`config.mk`:
```
export PLATFORM = sky130hd
export DESIGN_NAME = branch_resolver
export DESIGN_NICKNAME = d
export VERILOG_FILES = /design/src/rtl/branch_resolver.sv
export SDC_FILE = /design/constraint.sdc
export NUM_CORES = 1
export LEC_CHECK = 0
export ABC_CLOCK_PERIOD_IN_PS = 9700
export CAP_MARGIN = 20
export CELL_PAD_IN_SITES_DETAIL_PLACEMENT = 0
export CELL_PAD_IN_SITES_GLOBAL_PLACEMENT = 1
export CORE_ASPECT_RATIO = 0.5
export CORE_MARGIN = 4
export CORE_UTILIZATION = 48
export DETAILED_ROUTE_END_ITERATION = 6
export PLACE_DENSITY_LB_ADDON = 0.3
export SYNTH_ARGS = -nofsm -noshare
export SYNTH_HDL_FRONTEND = slang
export SYNTH_SLANG_ARGS = --single-unit
```
`constraint.sdc`:
```
create_clock -name clk -period 9.7 [get_ports clk]
set_input_delay 0.97 -clock clk [delete_from_list [all_inputs] [get_ports clk]]
set_output_delay 0.97 -clock clk [all_outputs]
set_load 0.01 [all_outputs]
```
`src/rtl/branch_resolver.sv`:
```
// Execute-side branch resolver: queues fetch-time predictions, checks them against
// real outcomes, and issues flush/redirect, BHT training writes and perf counters.
module branch_resolver #(
   parameter int DEPTH = 4,
   parameter int CNT_W = 32
) (
   input  logic             clk,
   input  logic             rst,
   input  logic             fetch_valid_i,
   output logic             fetch_ready_o,
   input  logic [31:0]      fetch_pc_i,
   input  logic             fetch_pred_taken_i,
   input  logic [31:0]      fetch_pred_tgt_i,
   input  logic             ex_valid_i,
   input  logic             ex_is_branch_i,
   input  logic             ex_taken_i,
   input  logic [31:0]      ex_target_i,
   output logic             flush_o,
   output logic [31:0]      redirect_pc_o,
   output logic             upd_valid_o,
   output logic [31:0]      upd_pc_o,
   output logic             upd_taken_o,
   output logic [CNT_W-1:0] branch_cnt_o,
   output logic [CNT_W-1:0] mispred_cnt_o,
   output logic             err_o
);

   localparam int PTR_W = (DEPTH > 1) ? $clog2(DEPTH) : 1;
   localparam logic [PTR_W:0] QUEUE_FULL = (PTR_W + 1)'(DEPTH);

   logic [31:0]      q_pc  [DEPTH];
   logic             q_pt  [DEPTH];
   logic [31:0]      q_tgt [DEPTH];

   logic [PTR_W-1:0] wr_ptr;
   logic [PTR_W-1:0] rd_ptr;
   logic [PTR_W:0]   count;

   logic             full;
   logic             empty;
   logic             pop;
   logic             push;
   logic             pop_err;
   logic             push_err;
   logic             mispredict;
   logic [31:0]      head_pc;
   logic             head_pt;
   logic [31:0]      head_tgt;
   logic [31:0]      correct_pc;

   assign full          = (count == QUEUE_FULL);
   assign empty         = (count == '0);
   assign fetch_ready_o = ~full;

   assign head_pc  = q_pc[rd_ptr];
   assign head_pt  = q_pt[rd_ptr];
   assign head_tgt = q_tgt[rd_ptr];

   // A pop that frees a slot makes room for a same-cycle push even when full;
   // everything is squashed while the flush pulse is out.
   always_comb begin
      pop        = ex_valid_i & ~flush_o & ~empty;
      push       = fetch_valid_i & ~flush_o & (~full | pop);
      pop_err    = ex_valid_i & ~flush_o & empty;
      push_err   = fetch_valid_i & ~flush_o & full & ~pop;
      mispredict = 1'b0;
      correct_pc = head_pc + 32'd4;
      if (pop) begin
         if (ex_is_branch_i)
            mispredict = (head_pt != ex_taken_i) |
                         (ex_taken_i & (head_tgt != ex_target_i));
         else
            mispredict = head_pt;
      end
      if (ex_is_branch_i & ex_taken_i)
         correct_pc = ex_target_i;
   end

   // Storage needs no reset: the pointers and count decide what is valid.
   always_ff @(posedge clk) begin
      if (push & ~mispredict) begin
         q_pc[wr_ptr]  <= fetch_pc_i;
         q_pt[wr_ptr]  <= fetch_pred_taken_i;
         q_tgt[wr_ptr] <= fetch_pred_tgt_i;
      end
   end

   // A mispredict discards the whole queue, including any wrong-path push this cycle.
   always_ff @(posedge clk or posedge rst) begin
      if (rst) begin
         wr_ptr <= '0;
         rd_ptr <= '0;
         count  <= '0;
      end else if (mispredict) begin
         wr_ptr <= '0;
         rd_ptr <= '0;
         count  <= '0;
      end else begin
         if (push)
            wr_ptr <= wr_ptr + 1'b1;
         if (pop)
            rd_ptr <= rd_ptr + 1'b1;
         if (push & ~pop)
            count <= count + 1'b1;
         else if (pop & ~push)
            count <= count - 1'b1;
      end
   end

   // Resolution results appear one cycle after the pop edge.
   always_ff @(posedge clk or posedge rst) begin
      if (rst) begin
         flush_o       <= 1'b0;
         redirect_pc_o <= '0;
         upd_valid_o   <= 1'b0;
         upd_pc_o      <= '0;
         upd_taken_o   <= 1'b0;
         branch_cnt_o  <= '0;
         mispred_cnt_o <= '0;
         err_o         <= 1'b0;
      end else begin
         flush_o     <= mispredict;
         upd_valid_o <= pop & ex_is_branch_i;
         if (mispredict)
            redirect_pc_o <= correct_pc;
         if (pop) begin
            upd_pc_o    <= head_pc;
            upd_taken_o <= ex_taken_i;
         end
         if (pop & ex_is_branch_i & ~(&branch_cnt_o))
            branch_cnt_o <= branch_cnt_o + CNT_W'(1);
         if (mispredict & ~(&mispred_cnt_o))
            mispred_cnt_o <= mispred_cnt_o + CNT_W'(1);
         if (pop_err | push_err)
            err_o <= 1'b1;
      end
   end

endmodule

```
==> run metrics, run 1 <==
status=finished clean; via count of the first global-routing pass=10,000; start point of the worst hold path=redirect_pc_o[11]; critical path fanouts, max=42; clock-pin slew reported for the worst setup and hold paths after clock tree synthesis=60 ps; total number of vias=9,687; root buf cell=sky130_fd_sc_hd__clkbuf_16; most common library cells after synthesis=260 x sky130_fd_sc_hd__edfxtp_1, 139 x sky130_fd_sc_hd__dfrtp_1, 88 x sky130_fd_sc_hd__xnor2_1; first drt pass iteration count=5; layout cell share with drive strength beyond 1=0.117; floorplan die area=37,800 µm²; Yosys Warn Count=0; Power Total=5.48 mW; number of top-level design ports=236; compound-cell area share of the yosys netlist=0.0227; number of flops mapped to enable cells by yosys=260; RR Startpoint=rd_ptr[1]; Routed Wire Length=39,200 µm; Crit path arrival time=5220 ps; sequential cell area fraction in the yosys report=0.680; Post-Synthesis Cells=1,020; Worst Hold Class=reg -> reg; post-synth top area share=0.470; via/cell ratio=5.50; fill count=2,480; setup repair after global routing missed its margin=false; fin crit share=0.520; Net Count, Synth=1,131; Die Height=139 µm; cell accounting for the most synthesized area=sky130_fd_sc_hd__edfxtp_1; hold violation total from the final report=0; number of clock buffers inserted by TritonCTS=37; combined global-route utilization of all metal layers=0.206; post-synthesis average cell area=16.3 µm²; synthesized flop and latch total=399; clock latency of the later-clocked register in the worst-skew pair=540 ps; total global routing overflow=0; Final TNS setup=0 ps; dominant register cell in the synthesized netlist=sky130_fd_sc_hd__edfxtp_1; cell at the slowest stage of the critical path=sky130_fd_sc_hd__dfrtp_2; dominant cells by area after synthesis=sky130_fd_sc_hd__edfxtp_1 47%, sky130_fd_sc_hd__dfrtp_1 21%, sky130_fd_sc_hd__xnor2_1 4.6%; number of cells on the worst reg-to-reg path=9; Top Family by Delay on Critical Path=simple AND/OR/NAND/NOR gates; type of element launching the critical path=register; final slew viol count=0; worst slack, placed=4650 ps; number of buffers and inverters on the critical path=2; Post-synth ARST share=0.348; Endpoint, Worst Hold=redirect_pc_o[11]; hold depth=1; maximum ir drop on the vdd rail=139 µV; number of instances resized during post-cts repair=0; cell breakdown of the critical path=buf_4 -> mux4_1 -> xnor2_1 -> nand4_1 -> nor4_1 -> nand4_1 -> nand2_2 -> and3_2 -> buf_4; die width=271 µm; crit end category=register; clock tree from TritonCTS=yes; global-route wire length before repair=60,100 µm; Iteration-0 DRC Markers=694; share of synthesized cell area in full adder, half adder and majority cells=0.00648; proportion of synthesized area in mux cells=0.125; Finish-stage setup viols=0; synthesized-area fraction occupied by xor and xnor cells=0.0680; number of maximum-capacitance violations=0; crit-path max cell delay=850 ps; mapped cell area=16,600 µm²; Max Clk Rate=0.198 GHz; Antenna Violating Nets Remaining=0; dominant combinational cell family by area after synthesis=multiplexers; pin count of the biggest net entering global routing=91; number of antenna violations at the first check in global routing=0; final period demand of the worst path=5050 ps; signed area change from the synthesized netlist to the final layout=23.6%; RePlAce Congestion=0.768; post-DP HPWL=27,300 µm; post-CTS setup buffer count=0; terminus of the critical flop-to-flop path=q_tgt[3][6]; CTS H-tree lvls=2; final antenna diode count=0; count of distinct cell types in the synthesized netlist=47; placement row count=47; number of sinks handled by clock tree synthesis=399; critical path depth in cells=9; post-synthesis share of cell area spent on and, or, nand and nor gates=0.0778; Post-layout nets=1,378; starting utilization of the core area=0.494; Worst Path Required=9870 ps; number of hold buffers added after CTS=0; Slew headroom=0.377; critical path class=reg -> reg; DRC=0; clock buffer depth=3; Worst Slack Setup Final=4650 ps; power per cell area=267 nW/µm²; floorplan core area=33,600 µm²; Layout Skew=25.1 ps; average wire length per cell after detail routing=22.3 µm; dominant cell by count in the synthesized netlist=sky130_fd_sc_hd__edfxtp_1; Static Leakage=7.39 nW; Worst-Margin Slew=935 ps; count of input and output buffers=235; Reg2Reg Setup Slack=4650 ps
## cell usage in the layout, fill, tap and decap left out, types with 3 or more instances in the layout
cell type                         synthesis  layout
sky130_fd_sc_hd__mux2_2                  37      37
sky130_fd_sc_hd__nor2b_1                  3       3
sky130_fd_sc_hd__clkinv_2                 0       5
sky130_fd_sc_hd__nor4_1                   4       4
sky130_fd_sc_hd__clkinv_1                 0       4
sky130_fd_sc_hd__and4_1                   6       6
sky130_fd_sc_hd__mux2i_1                 18      18
sky130_fd_sc_hd__edfxtp_1               260     260
sky130_fd_sc_hd__nor2_1                  48      48
sky130_fd_sc_hd__and2_1                   9       9
sky130_fd_sc_hd__nand4_1                 39      39
sky130_fd_sc_hd__dfrtp_1                139     137
sky130_fd_sc_hd__clkbuf_16                0      38
sky130_fd_sc_hd__inv_6                    0       4
sky130_fd_sc_hd__clkbuf_1                10       8
sky130_fd_sc_hd__a21oi_1                 10      10
sky130_fd_sc_hd__nor3_1                   8       8
sky130_fd_sc_hd__mux4_1                  27      27
sky130_fd_sc_hd__and3_2                   1       5
sky130_fd_sc_hd__a21o_1                   7       7
sky130_fd_sc_hd__and3_1                  24      20
sky130_fd_sc_hd__clkdlybuf4s50_1          0     235
sky130_fd_sc_hd__ha_1                     7       7
sky130_fd_sc_hd__nand3_1                 36      36
sky130_fd_sc_hd__xnor2_1                 88      88
sky130_fd_sc_hd__xor2_1                  39      39
sky130_fd_sc_hd__mux4_2                  34      34
sky130_fd_sc_hd__inv_1                    9       8
sky130_fd_sc_hd__a211oi_1                 8       8
sky130_fd_sc_hd__buf_4                    7      11
sky130_fd_sc_hd__o21ai_0                 26      26
sky130_fd_sc_hd__nand2_1                 72      72
sky130_fd_sc_hd__o31ai_1                  6       6
## kinds of logic after synthesis
kind of cell               count (synthesis)
DFF                                      399
and+or+nand+nor                          258
xor gates and xnor gates                 128
AOI/OAI and AO/OA                         62
muxes                                    116
adders and majority gates                  8
buffers and inverters                     49
## power breakdown
group | switching [mW] | internal [mW] | total (mW)
clock | 0.632 | 0.797 | 1.43
combinational | 0.827 | 0.820 | 1.65
sequential | 0.214 | 2.19 | 2.40
total | 1.67 | 3.81 | 5.48
## final cells by class
cell class / count / area, µm² / area share
Tap cell: 465 / 582 / 0.0284
Inverter: 10 / 42.5 / 0.00207
Multi-Input combinational cell: 572 / 4990 / 0.243
Timing Repair Buffer: 247 / 2440 / 0.119
Clock inverter: 19 / 171 / 0.00835
Clock buffer: 48 / 1010 / 0.0491
Sequential cell: 399 / 11300 / 0.550
## flip-flops by register name, summed over array words and instances, names as in the netlist
register       count
upd_taken_o        1
redirect_pc_o     32
count              3
err_o              1
q_tgt            128
q_pc             128
upd_valid_o        1
upd_pc_o          32
wr_ptr             2
mispred_cnt_o     32
q_pt               4
flush_o            1
rd_ptr             2
branch_cnt_o      32
## metal layers
layer  vias to the layer above  GRT usage  routed length (µm)
li1                       4374          -                   -
met2                       286      0.354               19900
met3                        65     0.0361                2090
met5                         -          0                   0
met1                      4962      0.274               16300
met4                         0     0.0585                 941
## worst max-delay path by stage
stage	from	endpoint	slack (ps)
final	rd_ptr[1]	q_tgt[3][6]	4650
after global routing	rd_ptr[1]	q_tgt[3][31]	4380
after CTS	rd_ptr[1]	q_tgt[3][31]	4620
after detailed placement	rd_ptr[1]	q_pc[3][8]	4650
after global placement	rd_ptr[1]	q_pc[2][10]	4710
after floorplan	rst	branch_cnt_o[0]	5010
## through the flow
stage	hold WS (ps)	utilization	cell area (µm²)	instances
floorplan	503	-	16600	1020
global placement	467	0.576	19300	1692
detailed placement	465	0.576	19300	1692
CTS	485	0.611	20500	1759
global route	511	0.611	20500	1760
finish	483	0.611	20500	1760
Note: power is estimated with default switching activity, not from simulation.
==> run 2, diff against run 1 <==
--- a/config.mk
+++ b/config.mk
@@ -5,13 +5,13 @@
 export SDC_FILE = /design/constraint.sdc
 export NUM_CORES = 1
 export LEC_CHECK = 0
-export ABC_CLOCK_PERIOD_IN_PS = 9700
+export ABC_CLOCK_PERIOD_IN_PS = 4390
 export CAP_MARGIN = 20
 export CELL_PAD_IN_SITES_DETAIL_PLACEMENT = 0
 export CELL_PAD_IN_SITES_GLOBAL_PLACEMENT = 1
 export CORE_ASPECT_RATIO = 0.5
 export CORE_MARGIN = 4
-export CORE_UTILIZATION = 48
+export CORE_UTILIZATION = 41
 export DETAILED_ROUTE_END_ITERATION = 6
 export PLACE_DENSITY_LB_ADDON = 0.3
 export SYNTH_ARGS = -nofsm -noshare
==> constraint.sdc (replaced) <==
create_clock -name clk -period 4.39 [get_ports clk]
set_input_delay 0.439 -clock clk [delete_from_list [all_inputs] [get_ports clk]]
set_output_delay 0.439 -clock clk [all_outputs]
set_load 0.01 [all_outputs]
==> run metrics, run 2 (synthesized netlist as in run 1, its figures left out) <==
Antenna Violating Nets Remaining=0; number of sinks handled by clock tree synthesis=399; crit-path max cell delay=630 ps; RePlAce Congestion=0.754; cell breakdown of the critical path=buf_4 -> mux4_2 -> nand3_1 -> nor3_1 -> nand4_1 -> nand2_2 -> buf_4 -> mux2_2; post-CTS setup buffer count=0; Worst Path Required=4810 ps; type of element launching the critical path=register; maximum ir drop on the vdd rail=392 µV; fin area=20,900 µm²; Slew headroom=0.307; final period demand of the worst path=3890 ps; Routed Wire Length=40,500 µm; DRC=0; status=finished clean; clock tree from TritonCTS=yes; count of input and output buffers=235; crit end category=register; Final TNS setup=0 ps; number of instances resized during post-cts repair=0; setup repair after global routing missed its margin=false; Internal Pwr Total=8.77 mW; global-route wire length before repair=61,300 µm; sequential share of power=0.418; number of maximum-capacitance violations=0; Finish-stage setup viols=0; root buf cell=sky130_fd_sc_hd__clkbuf_16; number of cells on the worst reg-to-reg path=8; commonest non-fill, non-tap cells in the layout=260 x sky130_fd_sc_hd__edfxtp_1, 235 x sky130_fd_sc_hd__clkdlybuf4s50_1, 137 x sky130_fd_sc_hd__dfrtp_1, 88 x sky130_fd_sc_hd__xnor2_1, 72 x sky130_fd_sc_hd__nand2_1; layout cell share with drive strength beyond 1=0.126; CTS H-tree lvls=2; clock-pin slew reported for the worst setup and hold paths after clock tree synthesis=70 ps; first drt pass iteration count=5; dpl cells=1,766; Die Height=150 µm; hold violation total from the final report=0; Worst-Margin Slew=1040 ps; cell repeated most along the worst path=sky130_fd_sc_hd__buf_4; power per cell area=599 nW/µm²; Placement Cell Area=19,500 µm²; post-DP HPWL=28,100 µm; number of clock buffers inserted by TritonCTS=38; Max Clk Rate=0.257 GHz; clock latency of the later-clocked register in the worst-skew pair=540 ps; combined global-route utilization of all metal layers=0.182; clock buffer depth=3; placement row count=51; switching part of the total power=0.299; Crit path arrival time=4310 ps; number of antenna violations at the first check in global routing=0; signed area change from the synthesized netlist to the final layout=25.9%; clock power share=0.281; total number of vias=9,650; cell at the slowest stage of the critical path=sky130_fd_sc_hd__dfrtp_4; Power Total=12.5 mW; die width=293 µm; number of hold buffers added after CTS=0; largest registers ranked by flip-flop count=q_pc x128, q_tgt x128; most common cell after layout, fill and taps aside=sky130_fd_sc_hd__edfxtp_1; final antenna diode count=0; number of top-level design ports=236; pin count of the biggest net entering global routing=95; Worst Hold Class=reg -> reg; critical path fanouts, max=65; number of standard cells in the layout, taps in and fillers out=1,836; starting utilization of the core area=0.421; average wire length per cell after detail routing=22.0 µm; part of the power in combinational logic=0.301; Post-layout nets=1,387; Static Leakage=7.53 nW; fill count=3,208; Iteration-0 DRC Markers=649; hold depth=1; via/cell ratio=5.26; total global routing overflow=0; critical path class=reg -> reg; floorplan core area=39,400 µm²; floorplan die area=44,000 µm²; final slew viol count=0; Layout Skew=25.5 ps; fin crit share=0.885; via count of the first global-routing pass=9,891; Sw Pwr=3.75 mW; hold slack=479 ps
[run 2: changes by cell type in the layout (fill, tap and decap cells not counted)]
cell	delta
sky130_fd_sc_hd__buf_12	+5
sky130_fd_sc_hd__buf_4	+4
sky130_fd_sc_hd__clkinvlp_2	-1
sky130_fd_sc_hd__clkinv_4	-1
sky130_fd_sc_hd__clkinv_8	+1
sky130_fd_sc_hd__clkbuf_16	+2
sky130_fd_sc_hd__clkbuf_1	-3
sky130_fd_sc_hd__clkinv_2	+2
sky130_fd_sc_hd__bufinv_16	+4
sky130_fd_sc_hd__clkbuf_2	-1
sky130_fd_sc_hd__inv_6	-1
[run 2: final timing paths]
kind | startpoint | to | slack (ps)
worst max-delay path | rd_ptr[0] | redirect_pc_o[19] | 500
worst min-delay path | redirect_pc_o[15] | redirect_pc_o[15] | 480
worst max register to register | rd_ptr[0] | redirect_pc_o[19] | 500
worst min register to register | redirect_pc_o[15] | redirect_pc_o[15] | 480
max in group asynchronous | rst | mispred_cnt_o[14] | 2980
min in group asynchronous | rst | branch_cnt_o[26] | 510
[run 2: layout make-up]
| cell class | count | area [µm²] | share of cell area |
|---|---|---|---|
| sequential | 399 | 11300 | 0.540 |
| multi-input combinational | 572 | 4990 | 0.239 |
| timing repair buffer | 255 | 2560 | 0.123 |
| clock buffer | 47 | 1050 | 0.0501 |
| tap | 530 | 663 | 0.0317 |
| clock inverter | 23 | 295 | 0.0141 |
| inverter | 10 | 42.5 | 0.00204 |
[run 2: power by group through the flow]
stage	clock network (mW)	registers (mW)	logic, mW
finish	3.52	5.23	3.76
global route	3.75	5.31	4.07
CTS	3.60	5.25	3.83
detailed placement	0	5.32	3.82
global placement	0	5.29	3.76
floorplan	0	5.35	2.18
[run 2: worst max-delay path: cells and delay by family (launching register included)]
kind,cells,cell delay (ps)
buf+inv,2,1140
simple gates,4,1090
mux,2,840
flops,1,630
[run 2: per-stage QoR]
step           setup WS [ps]   util
4_1_cts                  515  0.530
2_1_floorplan            193      -
5_1_grt                  356  0.530
6_report                 503  0.530
3_5_place_dp             533  0.496
3_3_place_gp             548  0.496
[run 2: metal layers]
metal	up-vias	track usage	share of wire
met5	-	0	0
met2	203	0.325	0.52
met4	0	0.0343	0.015
met3	48	0.0327	0.044
met1	5005	0.237	0.42
li1	4394	-	-
